### src/rtl/bitty_fetch_sequencer.sv
// rtl/bitty_fetch_sequencer.sv - Bitty program sequencer: fetch, issue, run/done handshake, halt and watchdog.
// Optional BITTY_BRANCH_EN: NEXT loads branch_target_i when branch_taken_i is high.
module bitty_fetch_sequencer #(
    parameter int                ADDR_W       = 8,
    parameter logic [ADDR_W-1:0] LAST_ADDR    = 8'hFF,
    parameter int                DONE_TIMEOUT = 16
) (
    input  logic              clk_i,
    input  logic              rst_ni,
    input  logic              start_i,
    input  logic              stop_i,
    output logic [ADDR_W-1:0] mem_addr_o,
    output logic              mem_req_o,
    input  logic              mem_ack_i,
    input  logic [15:0]       mem_rdata_i,
    output logic [15:0]       instruction_o,
    output logic              run_o,
    input  logic              done_i,
    input  logic              branch_taken_i,
    input  logic [ADDR_W-1:0] branch_target_i,
    output logic [ADDR_W-1:0] pc_o,
    output logic              busy_o,
    output logic              halted_o,
    output logic              error_o,
    output logic [15:0]       instr_count_o
);

    localparam int              WD_W    = $clog2(DONE_TIMEOUT + 1);
    localparam logic [WD_W-1:0] WD_LAST = WD_W'(DONE_TIMEOUT - 1);

    typedef enum logic [2:0] {
        S_IDLE,
        S_FETCH,
        S_ISSUE,
        S_EXEC,
        S_NEXT,
        S_HALT
    } state_e;

    state_e            state_q;
    logic [ADDR_W-1:0] pc_q;
    logic [ADDR_W-1:0] pc_d;
    logic [15:0]       instr_q;
    logic              run_q;
    logic              mem_req_q;
    logic              busy_q;
    logic              halted_q;
    logic              error_q;
    logic [15:0]       count_q;
    logic              stop_pending_q;
    logic [WD_W-1:0]   wd_q;
    logic              halt_d;

`ifdef BITTY_BRANCH_EN
    assign pc_d = branch_taken_i ? branch_target_i : pc_q + 1'b1;
`else
    logic unused_branch;
    assign unused_branch = ^{branch_taken_i, branch_target_i};
    assign pc_d          = pc_q + 1'b1;
`endif

    // Halt decision always uses the pc of the instruction that just retired.
    assign halt_d = (pc_q == LAST_ADDR) || stop_pending_q || stop_i;

    always_ff @(posedge clk_i or negedge rst_ni) begin
        if (!rst_ni) begin
            state_q        <= S_IDLE;
            pc_q           <= '0;
            instr_q        <= '0;
            run_q          <= 1'b0;
            mem_req_q      <= 1'b0;
            busy_q         <= 1'b0;
            halted_q       <= 1'b0;
            error_q        <= 1'b0;
            count_q        <= '0;
            stop_pending_q <= 1'b0;
            wd_q           <= '0;
        end else begin
            if (busy_q && stop_i) begin
                stop_pending_q <= 1'b1;
            end
            case (state_q)
                S_IDLE, S_HALT: begin
                    if (start_i) begin
                        state_q        <= S_FETCH;
                        pc_q           <= '0;
                        count_q        <= '0;
                        error_q        <= 1'b0;
                        stop_pending_q <= 1'b0;
                        mem_req_q      <= 1'b1;
                        busy_q         <= 1'b1;
                        halted_q       <= 1'b0;
                    end
                end
                S_FETCH: begin
                    if (mem_ack_i) begin
                        instr_q   <= mem_rdata_i;
                        mem_req_q <= 1'b0;
                        state_q   <= S_ISSUE;
                    end
                end
                S_ISSUE: begin
                    run_q   <= 1'b1;
                    wd_q    <= '0;
                    state_q <= S_EXEC;
                end
                S_EXEC: begin
                    if (done_i) begin
                        run_q   <= 1'b0;
                        count_q <= count_q + 16'd1;
                        state_q <= S_NEXT;
                    end else if (wd_q == WD_LAST) begin
                        // Control unit hung: abandon the instruction without retiring it.
                        error_q  <= 1'b1;
                        run_q    <= 1'b0;
                        busy_q   <= 1'b0;
                        halted_q <= 1'b1;
                        state_q  <= S_HALT;
                    end else begin
                        wd_q <= wd_q + 1'b1;
                    end
                end
                S_NEXT: begin
                    if (halt_d) begin
                        busy_q   <= 1'b0;
                        halted_q <= 1'b1;
                        state_q  <= S_HALT;
                    end else begin
                        pc_q      <= pc_d;
                        mem_req_q <= 1'b1;
                        state_q   <= S_FETCH;
                    end
                end
                default: state_q <= S_IDLE;
            endcase
        end
    end

    assign mem_addr_o    = pc_q;
    assign pc_o          = pc_q;
    assign mem_req_o     = mem_req_q;
    assign instruction_o = instr_q;
    assign run_o         = run_q;
    assign busy_o        = busy_q;
    assign halted_o      = halted_q;
    assign error_o       = error_q;
    assign instr_count_o = count_q;

endmodule

### config.mk
export PLATFORM = sky130hd
export DESIGN_NAME = bitty_fetch_sequencer
export DESIGN_NICKNAME = d
export VERILOG_FILES = /design/src/rtl/bitty_fetch_sequencer.sv
export SDC_FILE = /design/constraint.sdc
export NUM_CORES = 1
export LEC_CHECK = 0
export BUFFER_PORTS_ARGS = -buffer_cell sky130_fd_sc_hd__clkbuf_2
export CELL_PAD_IN_SITES_DETAIL_PLACEMENT = 1
export CELL_PAD_IN_SITES_GLOBAL_PLACEMENT = 1
export CORE_UTILIZATION = 35
export CTS_CLUSTER_DIAMETER = 100
export DETAILED_ROUTE_END_ITERATION = 10
export PLACE_DENSITY = 0.87
export SLEW_MARGIN = 20
export SYNTH_ARGS = -nofsm -noshare
export SYNTH_HDL_FRONTEND = slang
export SYNTH_SLANG_ARGS = --single-unit
### constraint.sdc
create_clock -name clk_i -period 1.58 [get_ports clk_i]
set_input_delay 0.079 -clock clk_i [delete_from_list [all_inputs] [get_ports clk_i]]
set_output_delay 0.079 -clock clk_i [all_outputs]
set_load 0.005 [all_outputs]
# Word level (Yosys, flattened, before mapping)
# Cells that the tools add are included.
[classes]
n_mux = 34
eq_ne = 16
n_reduce_logical = 19
add_sub_neg = 3
[op_table]
columns = ["op", "n"]
rows = [
  ["2-to-1 mux 16 bit", 2],
  ["case mux 16 bit (2 select lines)", 1],
  ["adder 16 x 1 -> 16 bit, second input constant", 1],
  ["2-to-1 mux 8 bit", 2],
  ["inequality test 2 bit, second input constant", 8],
  ["case mux 8 bit (2 select lines)", 1],
  ["2-to-1 mux 3 bit", 5],
  ["case mux 3 bit (5 select lines)", 1],
  ["2-to-1 mux 1 bit", 14],
  ["AND reduction 3 bit", 4],
  ["2-to-1 mux 5 bit", 2],
  ["case mux 5 bit (2 select lines)", 1],
  ["case mux 1 bit (3 select lines)", 3],
  ["adder 8 x 1 -> 8 bit, second input constant", 1],
  ["equality test 8 bit, second input constant", 1],
  ["AND reduction 4 bit", 2],
  ["equality test 3 x 2 -> 1 bit, second input constant", 2],
  ["equality test 3 bit, second input constant", 2],
  ["nonzero test 2 bit", 3],
  ["nonzero test 3 bit", 2],
  ["adder 5 x 1 -> 5 bit, second input constant", 1],
  ["equality test 5 x 4 -> 1 bit, second input constant", 1],
  ["AND reduction 5 bit", 1],
  ["case mux 1 bit (2 select lines)", 2],
  ["other kinds (7)", 9],
]
[word_totals]
word_cells = 83
out_inout_bits = 53
ff_bits = 54

# Longest topological paths before layout
# Gate-level depths: netlist (run 1).
[depth]
word_depth = 5
ltp_mapped = 7

# Least setup slack after synthesis (run 1)
# Ideal clock, no wire load.
[synth_path]
path_type = "flip-flop to flip-flop"
from = "reg state_q[1]"
to = "reg instr_q[0], in the netlist instruction_o[0]"
t_arrival_ps = 1550
path_buffers = 3
stages_incl_launch_ff = 6
t_required_ps = 1455
synth_period_minus_slack_ps = 1675
path_slack_ps = -95
cell_sequence = "dfrtp_1 > clkbuf_1 > nor4bb_1 > buf_2 > buf_4 > mux2_2"
[synth_between]
elab_chain_len = 2
[synth_rtl]
columns = ["element", "line", "rtl"]
rows = [
  ["from (decl)", "40", "state_e state_q;"],
  ["from (signal assigned)", "67", "state_q <= S_IDLE;"],
  ["from (signal assigned)", "85", "state_q <= S_FETCH;"],
  ["from (signal assigned)", "99", "state_q <= S_ISSUE;"],
  ["equality test 3 x 1 -> 1 bit", "82", "case (state_q)"],
  ["AND reduction 2 bit (no line)", "--", ""],
  ["to (signal assigned)", "97", "instr_q <= mem_rdata_i;"],
  ["to (decl)", "43", "logic [15:0] instr_q;"],
]
# No other way between the ends.
# A chain may end at the register's enable or synchronous reset.

# Final worst setup path (run 1)
[layout_path]
from = "reg state_q[2]"
to = "reg count_q[15], in the netlist instr_count_o[15]"
[layout_between]
elab_chain_len = 4
[layout_rtl]
columns = ["element", "line", "rtl"]
rows = [
  ["equality test 3 bit / zero test 3 bit (equally long branches)", "82", ""],
  ["OR reduction 2 bit", "82", ""],
  ["inequality test 2 bit (no line) / nonzero test 2 bit (equally long branches)", "--", ""],
  ["AND reduction 3 bit (no line)", "--", ""],
  ["to (signal assigned)", "110", "count_q <= count_q + 16'd1;"],
  ["to (decl)", "49", "logic [15:0] count_q;"],
]
# Parallel ways exist; a longest one is shown, timed or not.

==> key figures, run 1 <==
Final layout
  • Most frequent cells in the layout: clkbuf_2, dfrtp_1, buf_4
  • Share of cells above drive strength 1: 0.518
  • Nets: 419
  • Fill cells: 814
  • Commonest non-fill, non-tap cell in the layout: clkbuf_2
  • Core Util, Final: 0.546
  • Non-Filler Instances: 483
  • Area delta synth->final: 50.3%
  • Number of diodes: 0

Detailed routing
  • Vias: 2562
  • Final wirelength: 9.12 mm
  • 1st-iter DRT viols: 67
  • Routed wire per std cell: 18.9 um
  • Detailed Routing Iterations Pass 1: 5
  • DRC: 0
  • ANT nets after route: 0
  • Via density: 5.30

Place
  • Dpl ws: -0.185 ns
  • DP Cell Count: 448
  • Hpwl dp: 5.18 mm
  • Global placement routability congestion: 0.748
  • I/O Buffers: 74

Timing
  • Final setup skew: 0.0102 ns
  • RSZ-0062 raised after global routing: true
  • Post-route minimum period: 1.70 ns
  • Fmax: 587 MHz
  • Tcrit/Tclk final: 1.08
  • # setup viols final: 38
  • Pins Over Slew Limit: 0
  • Hold_ws: -0.00322 ns
  • Slew HR: 0.728
  • Slew @ Worst Pin: 0.406 ns
  • Hold Violations, Final: 1
  • Final setup margin: -0.124 ns

Synthesis
  • EDFF count, synth: 0
  • Post-Syn Nets: 286
  • Sequential element share of the synthesized area: 0.513
  • Synth Area per Inst: 10.5 um2
  • Post-synthesis cell type count: 43
  • Synth warn: 0
  • Mapped cell area: 2630 um2
  • Ys flop type: dfrtp_1
  • Yosys reg bits: 54
  • Syn Inst Count: 251
  • Ys async rst share: 1.00

Global route
  • Antenna violations before repair: 0
  • GRT Total Usage: 0.219
  • Vias in the first global route: 2745
  • Pin count of the biggest net entering global routing: 55
  • First-pass GRT wire length: 13.1 mm
  • GRT Residual Overflow: 0

Setup path
  • Slowest CP cell: or4_4
  • Slowest cell delay on critical path: 0.54 ns
  • CP Class: flop to flop
  • WP buf/inv: 0
  • Crit path cell chain: and4b_2 -> a21oi_4 -> or4_4 -> a21oi_2
  • Worst EP arrival: 1.96 ns
  • Delay-heaviest family, CP: simple AND/OR/NAND/NOR gates
  • Worst EP required: 1.83 ns
  • Startpoint types: flop
  • Crit. End Element: flop
  • CP Max Fanout: 10

Min path
  • HP Class: primary input to flop

Power
  • Pwr dens: 1390 nW/um2
  • Max VDD drop: 0.819 mV
  • Leakage: 1.89 nW
  • Design Power: 5.49 mW

Floorplan
  • Std-Cell Rows: 31
  • Chip height: 88.7 um
  • Starting Density: 0.363
  • Die Area: 7870 um2
  • Core area: 7250 um2
  • IO Pins: 84
  • DIE WIDTH: 88.7 um

CTS
  • # H-tree levels: 2
  • CTS Buf Count: 5
  • Clock Latency Late Sink: 0.32 ns
  • Max Buffers Root-to-Sink: 2
  • Clk root buf: clkbuf_8
  • Reg clk slew, reported paths: 0.10 ns
  • Clk sinks: 54
  • TritonCTS clock tree: yes

Outcome
  • Failing checks: hold timing, setup timing
  • Outcome: finished, violations left

Flow run
  • Max cap viols: 0
## cell usage after synthesis, drive strengths merged, types with 2 or more instances
library cell  instances  area [um2]
nand4                 6        37.5
inv                   3        11.3
a21o                  2        15.0
o21a                  2        15.0
o22a                  2        17.5
a21oi                17        88.8
or3                   5        31.3
ha                    4        50.1
nor2b                 2        12.5
nor3b                 3        27.5
or4                   9        67.6
o31ai                 7        52.6
clkbuf                3        11.3
o21ai                12        60.1
and3                  6        37.5
nand3                17        85.1
xor2                  3        26.3
nor3                  5        25.0
dfrtp                54        1350
a211o                 2        17.5
nand2                19        71.3
and2                  5        31.3
nand3b                3        22.5
mux2                 17         191
buf                  15         100
nor2                 14        52.6
o211ai                3        27.5
## stage by stage
step | instance area, um2 | setup TNS, ns
after floorplan | 2650 | 0
final | 3960 | -2.69
after CTS | 3790 | -0.906
after global placement | 3370 | -0.604
after global routing | 3960 | -5.43
after detailed placement | 3370 | -2.88
## logic make-up after synthesis
family,synth area share
AOI/OAI and AO/OA,0.128
xor gates and xnor gates,0.0133
adders and majority gates,0.0190
buffers and inverters,0.0466
DFF,0.513
muxes,0.0727
and+or+nand+nor,0.207
## worst reg2reg max path: stages, from the launching register on
cell     delay (ns)
dfrtp_2        0.49
and4b_2        0.37
a21oi_4        0.09
or4_4          0.55
a21oi_2        0.15
## power by group
| part | leakage, nW | switching (mW) | internal, mW |
|---|---|---|---|
| combinational | 1.16 | 1.31 | 1.31 |
| clock | 0.0362 | 0.478 | 0.304 |
| sequential | 0.697 | 0.311 | 1.78 |
| total | 1.89 | 2.10 | 3.39 |
## flip-flops by register name, summed over array words and instances, names as in the netlist
register / flops
busy_o: 1
error_o: 1
halted_o: 1
instr_count_o: 16
instruction_o: 16
mem_addr_o: 8
mem_req_o: 1
run_o: 1
state_q: 3
stop_pending_q: 1
wd_q: 5
## what timing repair did
item                                    4_1_cts  5_1_grt
buffers inserted                              8        3
hold buffers                                 16        0
endpoints found under the setup margin       40       46
cloned                                        1        0
gates resized for setup                      24       34
pin swaps                                    14        9
endpoints found under the hold margin        69        0
## cell type report
cell class,instances,area (um2),share of cell area
clock buffers,5,68.8,0.0174
clock inverters,2,15.0,0.00379
inverters,3,11.3,0.00285
multi-input cells,177,1410,0.356
flip-flops and latches,54,1350,0.342
well taps,99,124,0.0313
repair buffers,143,976,0.247
## per-layer routing
metal | vias up | track usage | share of wire
met5 | - | 0 | 0
met4 | 0 | 0.0806 | 0.031
met3 | 27 | 0.0308 | 0.034
met2 | 77 | 0.405 | 0.53
met1 | 1284 | 0.256 | 0.40
li1 | 1174 | - | -
## final timing paths
kind / from / to / slack, ns / cells after the start
max in group asynchronous: rst_ni / state_q[0] / 0.99 / 3
min in group asynchronous: rst_ni / instruction_o[13] / 0.28 / 3
min: mem_rdata_i[1] / instruction_o[1] / -0.003 / 2
max reg2reg: state_q[2] / instr_count_o[15] / -0.12 / 4
min reg2reg: halted_o / halted_o / 0.51 / 1
max: state_q[2] / instr_count_o[15] / -0.12 / 4
No activity file was read; power rests on OpenSTA's default activity.
==> run 2, diff against run 1 <==
- CORE_UTILIZATION: 35 -> 38
- PLACE_DENSITY: 0.87 -> 0.9
- clock period: 1.58 -> 1.9 ns (I/O delays scaled with it)
==> run 2 against run 1 <==
Effect of this change: the run now ends clean; critical path depth is 1 higher; sequential power is 18% lower; via count is 13% lower; cell count is 16% lower; clock power hardly changed; sequential share of layout area is 7.3 points higher; total power is 27% lower; wire length is 30% lower; core utilization is 4.7 points lower.
==> key figures, run 2 (synthesis results as in run 1) <==
Outcome
  • Outcome: finished clean

Timing
  • RSZ-0062 raised after global routing: false
  • Slew HR: 0.499
  • Post-route minimum period: 1.80 ns
  • Fmax: 555 MHz
  • Slew @ Worst Pin: 0.751 ns
  • Pins Over Slew Limit: 0
  • Final setup skew: 0.00824 ns
  • Total negative slack: 0 ns
  • Hold Violations, Final: 0
  • Final setup margin: 0.0981 ns
  • # setup viols final: 0
  • Tcrit/Tclk final: 0.948

Global route
  • Antenna violations before repair: 0
  • GRT Total Usage: 0.185
  • GRT Residual Overflow: 0
  • First-pass GRT wire length: 10.6 mm
  • Vias in the first global route: 2295
  • Pin count of the biggest net entering global routing: 30

Place
  • Dpl ws: -0.00464 ns
  • Global placement routability congestion: 0.764
  • Hpwl dp: 4.71 mm
  • I/O Buffers: 74
  • Post-Place Cell Area: 3120 um2

Detailed routing
  • Routed wire per std cell: 15.6 um
  • DRC: 0
  • Vias: 2225
  • 1st-iter DRT viols: 40
  • Detailed Routing Iterations Pass 1: 4
  • Via density: 5.47
  • ANT nets after route: 0
  • Final wirelength: 6.36 mm

CTS
  • CTS Buf Count: 5
  • TritonCTS clock tree: yes
  • # H-tree levels: 2
  • Max Buffers Root-to-Sink: 2
  • Clk root buf: clkbuf_8
  • Clk sinks: 54
  • Setup Fix Bufs, Post-CTS: 0
  • Reg clk slew, reported paths: 0.10 ns
  • Clock Latency Late Sink: 0.31 ns

Final layout
  • Number of diodes: 0
  • Share of cells above drive strength 1: 0.361
  • Core Util, Final: 0.498
  • Commonest non-fill, non-tap cell in the layout: clkbuf_2
  • Finished layout cell area: 3260 um2
  • Nets: 364
  • Area delta synth->final: 23.7%
  • Most frequent cells in the layout: clkbuf_2, dfrtp_1, nand2_1

Setup path
  • Slowest CP cell: or4_1
  • CP Max Fanout: 28
  • Worst EP required: 2.14 ns
  • Slowest cell delay on critical path: 0.50 ns
  • Worst EP arrival: 2.04 ns
  • Startpoint types: flop
  • CP Class: flop to flop
  • Crit path cell chain: and4b_1 -> a21oi_2 -> buf_12 -> or4_1 -> a21oi_1
  • Crit. End Element: flop

Floorplan
  • Die Area: 7260 um2
  • DIE WIDTH: 85.2 um
  • Starting Density: 0.403
  • Std-Cell Rows: 29
  • Core area: 6530 um2
  • Chip height: 85.2 um
  • IO Pins: 84

Power
  • Pwr dens: 1240 nW/um2
  • Max VDD drop: 0.674 mV
  • Design Power: 4.03 mW
  • Leakage: 1.59 nW

Min path
  • HP Class: primary input to flop

Flow run
  • Max cap viols: 0
## run 2: cell count changes in the layout (fill, tap and decap cells not counted), sizes merged
| cell | delta |
|---|---|
| a21oi | -1 |
| bufinv | +1 |
| clkinvlp | -1 |
| dlygate4sd3 | -15 |
| clkbuf | +1 |
| buf | -39 |
## run 2: final timing paths
path | start | to | slack (ns) | cells past startpoint
setup / recovery | state_q[0] | instr_count_o[13] | 0.1 | 5
hold / removal | mem_rdata_i[9] | instruction_o[9] | 0.008 | 2
setup reg to reg | state_q[0] | instr_count_o[13] | 0.1 | 5
hold reg to reg | stop_pending_q | stop_pending_q | 0.51 | 2
max in group asynchronous | rst_ni | instruction_o[15] | 0.83 | 3
min in group asynchronous | rst_ni | mem_addr_o[2] | 0.38 | 2
## run 2: area by class of cell
cell class,count,area [um2]
Inverter,3,11.3
Sequential cell,54,1350
Clock buffer,6,72.6
Clock inverter,2,37.5
Tap cell,77,96.3
Multi-Input combinational cell,176,1190
Timing Repair Buffer,89,498
Fill cell,761,3280
## run 2: worst max-delay path, delay by kind of cell (launching register included)
family                 cells  cell delay [ns]
buffers and inverters      1             0.17
AO/OA/AOI/OAI              2             0.24
flip-flops                 1             0.49
AND/OR/NAND/NOR            2             0.83
## run 2: per-stage QoR
step / cells / hold WS, ns
final: 407 / 0.00833
after global routing: 407 / 0.00648
after CTS: 407 / 0.00207
after detailed placement: 398 / 0.197
after global placement: 398 / 0.188
after floorplan: 251 / -0.201
## run 2: timing repair
item / 4_1_cts / 5_1_grt
gates cloned: 0 / 0
resized for setup: 1 / 2
setup endpoints to repair: 1 / 3
hold buffers: 1 / 0
pin swaps: 0 / 0
endpoints found under the hold margin: 27 / 0
## run 2: per-layer routing
layer | GRT usage | vias to the layer above | routed length [um]
met3 | 0.0379 | 5 | 213
met4 | 0.0570 | 0 | 70
met5 | 0 | - | 0
li1 | - | 1068 | -
met1 | 0.234 | 1101 | 2940
met2 | 0.317 | 51 | 3130
## run 2: power breakdown
| group | total, mW | switching (mW) | internal (mW) |
|---|---|---|---|
| sequential | 1.71 | 0.233 | 1.47 |
| clock | 0.782 | 0.388 | 0.394 |
| combinational | 1.54 | 0.774 | 0.765 |
| total | 4.03 | 1.39 | 2.63 |
